**config.mk**
```make
export PLATFORM = sky130hd
export DESIGN_NAME = fft_symbol_scheduler
export DESIGN_NICKNAME = d
export VERILOG_FILES = /design/src/rtl/fft_symbol_scheduler.sv
export SDC_FILE = /design/constraint.sdc
export NUM_CORES = 1
export LEC_CHECK = 0
export CAP_MARGIN = 20
export CELL_PAD_IN_SITES_DETAIL_PLACEMENT = 1
export CELL_PAD_IN_SITES_GLOBAL_PLACEMENT = 1
export CORE_ASPECT_RATIO = 2
export CORE_MARGIN = 3
export CORE_UTILIZATION = 34
export DETAILED_ROUTE_END_ITERATION = 10
export PLACE_DENSITY = 0.88
export SYNTH_ARGS = -nofsm -noshare
export SYNTH_HDL_FRONTEND = slang
export SYNTH_SLANG_ARGS = --single-unit
```
**constraint.sdc**
```tcl
create_clock -name clk_i -period 10.1 [get_ports clk_i]
set_input_delay 1.01 -clock clk_i [delete_from_list [all_inputs] [get_ports clk_i]]
set_output_delay 1.01 -clock clk_i [all_outputs]
set_load 0.01 [all_outputs]
```
**src/rtl/fft_symbol_scheduler.sv**
```systemverilog
// Cyclic-prefix removal and per-symbol gating between frame_sync and the FFT demod core.
// Optional statistics ports (dropped_sym_cnt_o, sym_fwd_o) are enabled by FFT_SCHED_STATS_EN.
module fft_symbol_scheduler #(
  parameter int IN_DW      = 32,
  parameter int NFFT       = 8,
  parameter int CP_ADVANCE = 4,
  parameter int USER_WIDTH = 24
) (
  input  logic                  clk_i,
  input  logic                  reset_i,
  input  logic [IN_DW-1:0]      s_axis_in_tdata,
  input  logic [USER_WIDTH-1:0] s_axis_in_tuser,
  input  logic                  s_axis_in_tlast,
  input  logic                  s_axis_in_tvalid,
  input  logic [13:0]           sym_mask_i,
  output logic [IN_DW-1:0]      m_axis_out_tdata,
  output logic [18:0]           m_axis_out_tuser,
  output logic                  m_axis_out_tlast,
  output logic                  m_axis_out_tvalid,
  input  logic                  m_axis_out_tready,
  output logic                  overrun_o,
  output logic                  sync_err_o
`ifdef FFT_SCHED_STATS_EN
  ,
  output logic [15:0]           dropped_sym_cnt_o,
  output logic                  sym_fwd_o
`endif
);

  localparam int FFT_LEN = 2 ** NFFT;
  localparam int CW      = $clog2(FFT_LEN + 20);
  localparam int MW      = USER_WIDTH - 5;

  // Handshake: an input beat is any cycle with s_axis_in_tvalid high (no back-pressure).
  // m_axis_out_tready is consulted on the input beat itself; the forwarded beat
  // appears registered one cycle later with m_axis_out_tvalid high for exactly one cycle.
  typedef enum logic [2:0] {
    WAIT_SYNC = 3'd0,
    SKIP_CP   = 3'd1,
    PASS      = 3'd2,
    DROP      = 3'd3,
    TAIL      = 3'd4
  } state_t;

  state_t          state_q, state_d;
  logic [CW-1:0]   cnt_q, cnt_d;
  logic [4:0]      cp_q;
  logic [MW-1:0]   meta_q;
  logic            mask_q;

  logic            first_beat;
  logic [4:0]      cur_cp;
  logic [MW-1:0]   cur_meta;
  logic            cur_mask;
  logic [15:0]     mask_ext;
  logic [CW-1:0]   cp_ext;
  logic [CW-1:0]   win_start;
  logic [CW-1:0]   win_end;
  logic [CW-1:0]   sym_end;
  logic            at_end;

  logic            fwd;
  logic            fwd_last;
  logic            set_ovr;
  logic            err;
  logic            latch;
  logic            ovr_drop;

  // The first beat of a symbol is used directly so a zero-length skip window still works.
  assign mask_ext   = {2'b00, sym_mask_i};
  assign first_beat = (state_q == SKIP_CP) && (cnt_q == '0);
  assign cur_cp     = first_beat ? s_axis_in_tuser[4:0] : cp_q;
  assign cur_meta   = first_beat ? s_axis_in_tuser[USER_WIDTH-1:5] : meta_q;
  assign cur_mask   = first_beat ? mask_ext[s_axis_in_tuser[8:5]] : mask_q;
  assign cp_ext     = CW'(cur_cp);
  assign win_start  = (cp_ext > CW'(CP_ADVANCE)) ? cp_ext - CW'(CP_ADVANCE) : '0;
  assign win_end    = win_start + CW'(FFT_LEN - 1);
  assign sym_end    = cp_ext + CW'(FFT_LEN - 1);
  assign at_end     = (cnt_q == sym_end);

  always_comb begin
    state_d  = state_q;
    cnt_d    = cnt_q;
    fwd      = 1'b0;
    fwd_last = 1'b0;
    set_ovr  = 1'b0;
    err      = 1'b0;
    latch    = 1'b0;
    ovr_drop = 1'b0;
    if (s_axis_in_tvalid) begin
      if (state_q == WAIT_SYNC) begin
        if (s_axis_in_tlast) begin
          state_d = SKIP_CP;
          cnt_d   = '0;
        end
      end else begin
        latch = first_beat;
        cnt_d = cnt_q + CW'(1);
        case (state_q)
          SKIP_CP: begin
            if (cnt_q == win_start) begin
              if (!cur_mask) begin
                state_d = DROP;
              end else if (m_axis_out_tready) begin
                state_d = PASS;
                fwd     = 1'b1;
              end else begin
                state_d  = DROP;
                set_ovr  = 1'b1;
                ovr_drop = 1'b1;
              end
            end
          end
          PASS: begin
            if (m_axis_out_tready) fwd = 1'b1;
            else                   set_ovr = 1'b1;
            if (cnt_q == win_end) begin
              state_d  = TAIL;
              fwd_last = m_axis_out_tready;
            end
          end
          DROP: begin
            if (cnt_q == win_end) state_d = TAIL;
          end
          default: ;
        endcase
        // Framing checks override the normal progression; an early tlast closes the FFT frame.
        if (s_axis_in_tlast && !at_end) begin
          err      = 1'b1;
          state_d  = SKIP_CP;
          cnt_d    = '0;
          fwd_last = fwd;
        end else if (at_end) begin
          cnt_d = '0;
          if (s_axis_in_tlast) begin
            state_d = SKIP_CP;
          end else begin
            err     = 1'b1;
            state_d = WAIT_SYNC;
          end
        end
      end
    end
  end

  always_ff @(posedge clk_i) begin
    if (reset_i) begin
      state_q           <= WAIT_SYNC;
      cnt_q             <= '0;
      cp_q              <= '0;
      meta_q            <= '0;
      mask_q            <= 1'b0;
      m_axis_out_tdata  <= '0;
      m_axis_out_tuser  <= '0;
      m_axis_out_tlast  <= 1'b0;
      m_axis_out_tvalid <= 1'b0;
      overrun_o         <= 1'b0;
      sync_err_o        <= 1'b0;
    end else begin
      state_q           <= state_d;
      cnt_q             <= cnt_d;
      if (latch) begin
        cp_q   <= cur_cp;
        meta_q <= cur_meta;
        mask_q <= cur_mask;
      end
      m_axis_out_tvalid <= fwd;
      m_axis_out_tlast  <= fwd_last;
      if (fwd) begin
        m_axis_out_tdata <= s_axis_in_tdata;
        m_axis_out_tuser <= cur_meta;
      end
      overrun_o         <= overrun_o | set_ovr;
      sync_err_o        <= err;
    end
  end

`ifdef FFT_SCHED_STATS_EN
  always_ff @(posedge clk_i) begin
    if (reset_i) begin
      dropped_sym_cnt_o <= '0;
      sym_fwd_o         <= 1'b0;
    end else begin
      sym_fwd_o <= fwd_last;
      if (ovr_drop && (dropped_sym_cnt_o != 16'hFFFF))
        dropped_sym_cnt_o <= dropped_sym_cnt_o + 16'd1;
    end
  end
`else
  logic unused_ovr_drop;
  assign unused_ovr_drop = ovr_drop;
`endif

endmodule

```
# Yosys cells after proc, flatten, opt, wreduce, memory -nomap -nowiden
# Cells that the tools add are included.
# op_classes
addsub	4
n_lt_le_gt_ge	2
n_eq_ne	9
n_mux	40
n_bitwise	2
n_reduce_logical	10
# op_table
cell	n
9-bit 2-to-1 mux	5
9-bit equality test	3
1-bit 2-to-1 mux	23
19-bit 2-to-1 mux	1
3-bit 2-to-1 mux	6
5-bit by 8-bit adder with 9-bit output (second input constant)	1
9-bit by 1-bit adder with 9-bit output (second input constant)	1
9-bit by 8-bit adder with 9-bit output (second input constant)	1
9-bit logical NOT	1
3-bit by 2-bit equality test with 1-bit output (second input constant)	2
3-bit one-hot mux with 2 select lines	1
5-bit by 3-bit subtractor with 6-bit output (second input constant)	1
5-bit by 3-bit > comparator with 1-bit output (second input constant)	1
4-bit by 5-bit < comparator with 1-bit output (second input constant)	1
5-bit 2-to-1 mux	1
5-bit by 1-bit != test with 1-bit output (second input constant)	1
5-bit by 2-bit != test with 1-bit output (second input constant)	1
5-bit AND reduction	1
5-bit nonzero test	1
1-bit binary-select mux with 4-bit select	1
1-bit one-hot mux with 2 select lines	2
3-bit by 1-bit equality test with 1-bit output (second input constant)	1
3-bit logical NOT	1
3-bit OR reduction	1
other kinds (7)	8
# totals
regBits	92
inputBits	75
output_inout_bits	55
word_cells	78

# Longest topological paths before layout
# Gate-level depths: netlist of the first run.
# logic_depth
depth_word	12
ltp_mapped	27
depth_no_buf	21

# Least setup slack after synthesis of the first run
# Ideal clock, no wire load.
# synth_timing
kind	reg2reg
from	register cnt_q[1]
to	register state_q[0]
setup_time_ps	121
arrival_time_ps	5428
required_time_ps	9979
setup_slack_ps	4552
stages_incl_launch_ff	27
path_buffers	5
period_less_slack_ps	5548
path_cell_list	dfxtp_1 clkbuf_1 inv_1 ha_1 or3b_2 clkbuf_1 nor4_4 buf_2 clkbuf_1 mux2i_1 ha_1 inv_1 o21ai_0 inv_1 ha_1 xnor2_1 a2111oi_0 o21ai_0 nor4_1 o21a_1 inv_1 ha_1 clkbuf_1 inv_1 nand2_1 o221ai_1 mux2_2
# synth_between
elab_chain_cells	9
word_cells_on_any_way	24
cone_classes	add/sub (3); order compare (1); eq/ne (5); mux (9); reduce/logical (6)
# synth_rtl
item	line_no	text
start, declared	46	logic [CW-1:0] cnt_q, cnt_d;
start signal, assigned	161	cnt_q <= cnt_d;
9-bit logical NOT	71	assign first_beat = (state_q == SKIP_CP) && (cnt_q == '0);
1-bit logical AND	71	
5-bit 2-to-1 mux or 1-bit 2-to-1 mux (tied branches)	72, 74	
5-bit by 3-bit subtractor with 6-bit output, or another cell as far along	76	assign win_start = (cp_ext > CW'(CP_ADVANCE)) ? cp_ext - CW'(CP_ADVANCE) : '0;
9-bit 2-to-1 mux, or another cell as far along	76	
9-bit by 8-bit adder with 9-bit output, or another cell as far along	77	assign win_end = win_start + CW'(FFT_LEN - 1);
9-bit equality test, or another cell as far along	117, 123	
5-bit by 1-bit != test with 1-bit output (no line), or another cell as far along	--	
5-bit AND reduction (no line) or 3-bit 2-to-1 mux (tied branches)	--	
end signal, assigned	160	state_q <= state_d;
end, declared	45	state_t state_q, state_d;
# Parallel ways exist; a longest one is shown, timed or not. The select of a mux whose other input is x is not followed.
# A chain may end at the register's enable or synchronous reset.

# Worst setup path in the final report of the first run
# layout_timing
from	register cnt_q[5]
to	register m_axis_out_tuser[3]
# layout_between
elab_chain_cells	10
word_cells_on_any_way	14
cone_classes	add/sub (1); order compare (1); eq/ne (1); mux (9); reduce/logical (2)
# layout_rtl
item	line_no	text
9-bit logical NOT *	71	
1-bit logical AND *	71	
5-bit 2-to-1 mux *	72	assign cur_cp = first_beat ? s_axis_in_tuser[4:0] : cp_q;
via cur_cp[2]	52	logic [4:0] cur_cp;
5-bit by 3-bit subtractor with 6-bit output or 5-bit by 3-bit > comparator with 1-bit output (tied branches)	76	
9-bit 2-to-1 mux *	76	
9-bit equality test *	101	if (cnt_q == win_start) begin
1-bit 2-to-1 mux *	101	
1-bit one-hot mux with 2 select lines *	99	case (state_q)
1-bit 2-to-1 mux *	91	if (state_q == WAIT_SYNC) begin
1-bit 2-to-1 mux *	90	if (s_axis_in_tvalid) begin
end signal, assigned	171	m_axis_out_tuser <= cur_meta;
end, declared	17	output logic [18:0] m_axis_out_tuser,
# The timed path passes the listed nets; every way through them passes the cells marked *.

==> metrics.md, run 1 <==
| Metric | Value |
|---|---|
| Result of the run | `finished clean` |
| Internal | `between 600 and 700 µW` |
| Syn Inst Count | `~570` |
| Fmax | `157.5 MHz` |
| Period minus WS final | `between 6 and 7 ns` |
| Core ar. | `roughly 14,000 µm²` |
| CP top delay family | `simple AND/OR/NAND/NOR gates` |
| Gr usage total | `22.57%` |
| CP Buf/Inv Count | `2` |
| Clk_skew | `approximately 0.0050 ns` |
| Resize count post-CTS | `0` |
| Postcts setup bufs | `0` |
| CTS max path bufs | `2` |
| Slowest-stage cell, CP | `nor4_4` |
| Max-cap violations | `0` |
| Largest fanout on the critical path | `a little over 70` |
| Wirelength per Cell | `roughly 20 µm` |
| Post-synth design cell area | `around 4700 µm²` |
| Final setup violating endpoints | `0` |
| Worst setup EP type | `flip-flop` |
| Worst-path clk slew | `approximately 0.060 ns` |
| Root Driver | `clkbuf_16` |
| Die area | `approximately 15,000 µm²` |
| Setup CP Type | `reg -> reg` |
| Register area share after synthesis | `approximately 39%` |
| Post-Synth XOR/XNOR Area | `under 10%` |
| RSZ-0062 raised after global routing | `no` |
| Net Switching | `241.1 µW` |
| Main combinational cell family by area after synthesis | `simple AND/OR/NAND/NOR gates` |
| Hpwl dp | `~12,000 µm` |
| Core Rows | `60` |
| Die Wd | `between 80 and 90 µm` |
| # DRC | `0` |
| First-pass GRT wire length | `between 20,000 and 30,000 µm` |
| Filler cells | `roughly 1,600` |
| Post-synthesis adder-cell area fraction | `~2.4%` |
| Initial antenna violation count | `0` |
| Max IR drop VDD | `about 110 µV` |
| Critical Path RT | `between 10 and 15 ns` |
| Net count after synthesis | `~660` |
| Port Buf Inserts | `between 100 and 150` |
| Ys async rst share | `0%` |
| Iter 0 DRT Violations | `280` |
| Final hold vios | `0` |
| Synth unique cells | `54` |
| Critical path cell sequence | `or4_1 > nor4_4 > mux2i_1 > inv_1 > ha_1 > xor2_1 > a221o_1 > a311oi_1 > a22o_1 > nand4_1 > a2111oi_4 > buf_4 > nor2_1 > a311oi_1` |
| Simple-gate portion of the synthesized area | `24.02%` |
| Share of cells above drive strength 1 | `~4.4%` |
| CTS H-tree depth | `3` |
| Clk sinks | `just over 90` |
| Mean area per synthesized cell | `about 8 µm²` |
| Gpl congestion | `around 0.93` |
| Delay of the slowest cell on the worst path | `0.79 ns` |
| Multiplexer area fraction after synthesis | `11.88%` |
| Ant diodes | `0` |
| Clk_lat worst skew | `between 0.3 and 0.4 ns` |
| Crit-path most repeated cell | `a311oi_1` |
| Post-synth EDFFs | `0` |
| R2R depth | `14` |
| Drt total wl | `16,800 µm` |
| Vias per Instance | `about 5.6` |
| RR Endpoint | `m_axis_out_tuser[3]` |
| Total vias in the final route | `about 4,700` |
| Hold path endpoint | `meta_q[14]` |
| Logic gate share of total power | `between 15 and 20%` |
| Crit start category | `flip-flop` |
| Worst R2R Setup Slack | `3.75 ns` |
| Synth Warn # | `0` |
| Die Y | `172.6 µm` |
| CTS tree | `done` |
| CTS buffer count | `9` |
| Final #Nets | `roughly 760` |
| Actual slew at the worst max-slew pin | `0.9790 ns` |
| Worst flop-to-flop path startpoint | `cnt_q[5]` |
| Remaining Overflow, GRT | `0` |
| Antenna-violating nets left | `0` |
| First-pass iteration count of the detailed router | `4` |
| CP arrival | `between 6 and 7 ns` |
| Worst Hold Class | `reg -> reg` |
| Post-route clock period utilization | `a little over three fifths` |
| Clock network power share | `38.1%` |
| Sw Share | `between 20% and 30%` |
| Max-slew violations | `0` |
| Hold depth | `2` |
| Largest net degree at the start of global routing | `95` |
| Vias in the first global route | `about 5,300` |
| Area grow syn2layout | `34.31%` |
| Pwr/cell area | `roughly 140 nW/µm²` |
| Headroom to the max-slew limit | `a little over a third` |
| I/O pins | `130` |
| Compound-cell area share of the yosys netlist | `between 10 and 15%` |
| Hold_buf cts | `0` |
| Synthesized flop and latch total | `between 90 and 100` |
| HP Start | `meta_q[14]` |
| TNS Setup | `0 ns` |
| Hold WS | `0.4549 ns` |
| Ys flop type | `dfxtp_1` |
| Sequential share of power | `between 40% and 50%` |
| Initial Util | `roughly a third` |
| LEAKAGE | `between 2 and 2.5 nW` |
## cell families after synthesis
logic type | after synthesis
fa+ha+maj | 9
buf+inv | 55
mux | 52
compound gates | 101
xor+xnor | 17
simple gates | 247
flops | 92
## state kept, by name, summed over array words and instances, names as in the netlist
name and flops:
overrun_o 1, state_q 3, m_axis_out_tdata 32, meta_q 19, m_axis_out_tvalid 1, mask_q 1, sync_err_o 1, m_axis_out_tlast 1
m_axis_out_tuser 19, cnt_q 9, cp_q 5
## stage by stage
stage	power, mW	cell area [µm²]	instances	util, %	setup WS (ns)
after floorplan	0.4829	4720	573	-	4.552
final	0.8871	6339	832	46.91	3.751
after global routing	0.9193	6339	832	46.91	3.375
after global placement	0.5480	6042	817	44.71	4.030
after CTS	0.8904	6334	831	46.87	3.749
after detailed placement	0.5535	6042	817	44.71	3.814
## placed cells by master (no fill, tap or decap), types with 3 or more instances in the layout
cell type,n
mux2i_1,47
o31ai_1,3
nand3_1,6
o211ai_1,4
nand2b_1,14
buf_4,3
dfxtp_1,92
a211oi_1,3
o21ai_0,13
ha_1,9
xnor2_1,9
nor2b_1,10
or3_1,3
clkbuf_16,9
xor2_1,8
nor4_1,5
mux4_2,3
nor3_1,11
inv_1,12
a21oi_1,39
clkdlybuf4s50_1,128
nor2_1,69
a311oi_1,19
or4_1,3
nand2_1,108
## how the worst max path moves through the flow
stage          startpoint                    to  slack (ns)  cells past startpoint
3_5_place_dp     cnt_q[5]   m_axis_out_tdata[3]        3.81                     14
6_report         cnt_q[5]   m_axis_out_tuser[3]        3.75                     14
4_1_cts          cnt_q[5]   m_axis_out_tdata[3]        3.75                     14
3_3_place_gp     cnt_q[5]  m_axis_out_tdata[31]        4.03                     14
2_1_floorplan    cnt_q[1]            state_q[0]        4.55                     26
5_1_grt          cnt_q[5]   m_axis_out_tuser[3]        3.37                     14
## synthesized netlist by cell type, types with 3 or more instances
library cell / count / area (µm²)
a211oi_1: 3 / 22.52
a21oi_1: 39 / 195.2
a311oi_1: 19 / 166.4
buf_2: 6 / 30.03
buf_4: 3 / 22.52
clkbuf_1: 34 / 127.6
dfxtp_1: 92 / 1842
ha_1: 9 / 112.6
inv_1: 12 / 45.04
mux2i_1: 47 / 470.5
mux4_2: 3 / 67.56
nand2_1: 108 / 405.4
nand2b_1: 14 / 87.58
nand3_1: 6 / 30.03
nor2_1: 69 / 259.0
nor2b_1: 10 / 62.56
nor3_1: 11 / 55.05
nor4_1: 5 / 31.28
o211ai_1: 4 / 30.03
o21ai_0: 13 / 65.06
o31ai_1: 3 / 22.52
or3_1: 3 / 18.77
or4_1: 3 / 22.52
xnor2_1: 9 / 78.83
xor2_1: 8 / 70.07
## layout make-up
type | count | area (µm²) | area share (%)
clock buffer | 12 | 256.5 | 4.047
clock inverter | 2 | 35.03 | 0.5527
inverter | 12 | 45.04 | 0.7106
multi-input combinational | 426 | 2653 | 41.85
sequential | 92 | 1842 | 29.06
tap | 155 | 193.9 | 3.060
timing repair buffer | 133 | 1314 | 20.73
## layer usage
metal  up-vias  track usage [%]  routed length (µm)  part of all wire, %
met4         0            13.60                1050                  6.3
li1       2180                -                   -                    -
met2       140            41.38                9528                   57
met1      2294            22.20                5528                   33
met3        55            4.006                 693                  4.1
met5         -                0                   0                    0
## worst reg2reg max path: cells and delay by family, from the launching register on
family | cells | cell delay (ns)
buffers and inverters | 2 | 1.10
XOR/XNOR | 1 | 0.19
adder cells (fa/ha/maj) | 1 | 0.48
AND/OR/NAND/NOR | 4 | 1.93
AO/OA/AOI/OAI | 5 | 1.44
multiplexers | 1 | 0.70
flip-flops | 1 | 0.40
## power by group through the flow
stage | Clock (mW) | Combinational, mW | Sequential (mW)
3_3_place_gp | 0 | 0.165 | 0.383
4_1_cts | 0.343 | 0.172 | 0.376
3_5_place_dp | 0 | 0.170 | 0.384
5_1_grt | 0.356 | 0.187 | 0.377
6_report | 0.338 | 0.173 | 0.376
2_1_floorplan | 0 | 0.101 | 0.382
(Power assumes the default switching activity.)
==> inputs of run 2 (changes only) <==
- CORE_UTILIZATION: 34 -> 32
- PLACE_DENSITY: 0.88 -> 0.87
- clock period: 10.1 -> 5.4 ns (I/O delays scaled with it)
==> run 2 against run 1 <==
  * Fmax increased by 26%
  * Sequential cell count is the same
  * Worst hold slack gained 0.0045 ns
  * Routed wire length grew 0.84%
  * Critical path depth grew 6
  * Die area is 5.9% higher
  * Clock power grew 100%
  * Critical path type unchanged
==> metrics.md, run 2 (synthesis gave the netlist of run 1 again) <==
| Metric | Value |
|---|---|
| Placed Instances | `870 (+6.5%)` |
| Initial Util | `32.71% (-2.2 points)` |
| Max IR drop VDD | `260.0 µV (+140%)` |
| Final #Nets | `773 (+2.0%)` |
| Total Power | `1.713 mW (+93%)` |
| LEAKAGE | `2.229 nW (+4.5%)` |
| Worst-path clk slew | `0.07 ns (about the same)` |
| CP arrival | `5.26 ns (-1.33 ns)` |
| TNS Setup | `0 ns (unchanged)` |
| Result of the run | `finished clean` |
| Met1 Use GR | `19.81% (-2.4 points)` |
| Ant diodes | `0 (unchanged)` |
| Routing usage on met3 | `3.988% (-0.018 points)` |
| CTS tree | `done` |
| Worst Hold Class | `reg -> reg` |
| Die Wd | `91.88 µm (+2.9%)` |
| Critical Path RT | `5.63 ns (-4.71 ns)` |
| Core Rows | `62 (+3.3%)` |
| Actual slew at the worst max-slew pin | `1.065 ns (+0.08565 ns)` |
| Largest net degree at the start of global routing | `95 (unchanged)` |
| First-pass GRT wire length | `27,080 µm (-0.36%)` |
| Die area | `16,330 µm² (+5.9%)` |
| Slowest-stage cell, CP | `or4_4` |
| # DRC | `0 (unchanged)` |
| CTS buffer count | `9 (unchanged)` |
| Drt total wl | `16,940 µm (+0.84%)` |
| Core ar. | `14,430 µm² (+6.8%)` |
| Antenna-violating nets left | `0 (unchanged)` |
| Clk_lat worst skew | `0.34 ns (about the same)` |
| Vias in the first global route | `5,236 (-1.7%)` |
| Period minus WS final | `5.035 ns (-1.314 ns)` |
| Hold path endpoint | `meta_q[6]` |
| Hpwl dp | `12,510 µm (+1.5%)` |
| Post-route clock period utilization | `93.24% (+30 points)` |
| Critical path cell sequence | `or4_4 > nor4_4 > buf_6 > mux2i_2 > buf_4 > ha_1 > o21ai_1 > inv_1 > ha_1 > xnor2_1 > a2111oi_0 > o21ai_0 > nor4_1 > o21a_1 > inv_1 > ha_1 > inv_1 > nand2_1 > o221ai_2 > mux2_2` |
| Headroom to the max-slew limit | `28.48% (-6.3 points)` |
| Hold depth | `2 (unchanged)` |
| Biggest regs | `m_axis_out_tdata x32, m_axis_out_tuser x19, meta_q x19` |
| Largest Register | `m_axis_out_tdata` |
| Largest fanout on the critical path | `11 (-85%)` |
| Wirelength per Cell | `19.12 µm (-5.3%)` |
| Root Driver | `clkbuf_16` |
| Max reg flops | `32 (unchanged)` |
| Commonest non-fill, non-tap cell in the layout | `clkdlybuf4s50_1` |
| Clk_skew | `0.01294 ns (+0.007980 ns)` |
| Remaining Overflow, GRT | `0 (unchanged)` |
| Worst setup EP type | `flip-flop` |
| Register area | `1842 µm² (unchanged)` |
| Area occupied by multi-input gates | `2679 µm² (+0.99%)` |
| Initial antenna violation count | `0 (unchanged)` |
| RSZ-0062 raised after global routing | `no` |
| I/O pins | `130 (unchanged)` |
| Filler cells | `1,718 (+7.7%)` |
| Pwr/cell area | `260.9 nW/µm² (+86%)` |
| Setup CP Type | `reg -> reg` |
| HP Start | `meta_q[6]` |
| Share of cells above drive strength 1 | `7.493% (+3.1 points)` |
| Gpl congestion | `0.9091 (-1.7%)` |
| CP Buf/Inv Count | `5 (+3)` |
| Final core occ | `45.52% (-1.4 points)` |
| Max-cap violations | `0 (unchanged)` |
| Worst flop-to-flop path startpoint | `cnt_q[5]` |
| CTS H-tree depth | `3 (unchanged)` |
| CP top delay family | `simple AND/OR/NAND/NOR gates` |
| Postcts setup bufs | `0 (unchanged)` |
| Delay of the slowest cell on the worst path | `0.66 ns (-0.13 ns)` |
| Port Buf Inserts | `129 (unchanged)` |
| R2R depth | `20 (+6)` |
| Clk sinks | `92 (unchanged)` |
| First-pass iteration count of the detailed router | `4 (unchanged)` |
| Area grow syn2layout | `39.16%` |
| Vias per Instance | `5.351 (-4.6%)` |
| Hold_buf cts | `0 (unchanged)` |
| Max-slew violations | `0 (unchanged)` |
| Final Non-Filler Cells | `886 (+6.5%)` |
| Fmax | `198.6 MHz (+26%)` |
| Worst R2R Setup Slack | `0.37 ns (-3.39 ns)` |
| Grt peak-use layer | `met2` |
| Gr usage total | `20.86% (-1.7 points)` |
| Total vias in the final route | `4,741 (+1.5%)` |
| GR Util met2 | `40.57% (-0.81 points)` |
| Iter 0 DRT Violations | `194 (-31%)` |
| CTS max path bufs | `2 (unchanged)` |
| Final setup violating endpoints | `0 (unchanged)` |
| Most frequent cells in the layout | `128 x clkdlybuf4s50_1, 108 x nand2_1, 92 x dfxtp_1` |
| Die Y | `177.7 µm (+3.0%)` |
| Final hold vios | `0 (unchanged)` |
| RR Endpoint | `state_q[0]` |
| Crit start category | `flip-flop` |
## run 2: worst max-delay path by stage
stage                     startpoint         end  cells past startpoint
final                       cnt_q[5]  state_q[0]                     20
after CTS                   cnt_q[5]  state_q[0]                     20
after detailed placement    cnt_q[5]  state_q[0]                     20
after global placement      cnt_q[5]  state_q[0]                     20
after global routing        cnt_q[5]  state_q[0]                     20
after floorplan             cnt_q[1]  state_q[0]                     26
## run 2: cell type report
class / instances / area share (%)
Timing Repair Buffer: 148 / 22.00
Multi-Input combinational cell: 426 / 40.79
Sequential cell: 92 / 28.04
Inverter: 12 / 0.6858
Clock buffer: 10 / 3.486
Clock inverter: 6 / 1.334
Tap cell: 192 / 3.658
## run 2: power breakdown
part           switching (mW)  internal [mW]
sequential             0.0109          0.691
clock                   0.270          0.407
combinational           0.185          0.149
## run 2: what timing repair did
item / in CTS / in global routing
endpoints found under the setup margin: 0 / 64
gates resized for setup: 0 / 8
hold endpoints to repair: 0 / 0
## run 2: per-stage QoR
stage / worst slack, ns / instance area (µm²) / hold WS, ns
floorplan: 0.006469 / 4723 / 0.4312
global placement: 0.4247 / 6221 / 0.4378
detailed placement: 0.06800 / 6221 / 0.4503
CTS: 0.03917 / 6538 / 0.4619
global route: 0.02136 / 6568 / 0.4882
finish: 0.3652 / 6568 / 0.4594
## run 2: metal layers
layer	part of all wire [%]	routed length, µm
met4	5.6	942
met1	33	5644
met5	0	0
met3	4.0	675
met2	57	9679
## run 2: worst min-delay path: stages (launching register included)
cell and delay [ns]:
dfxtp_1 0.31, nand2_1 0.05, a21oi_1 0.05
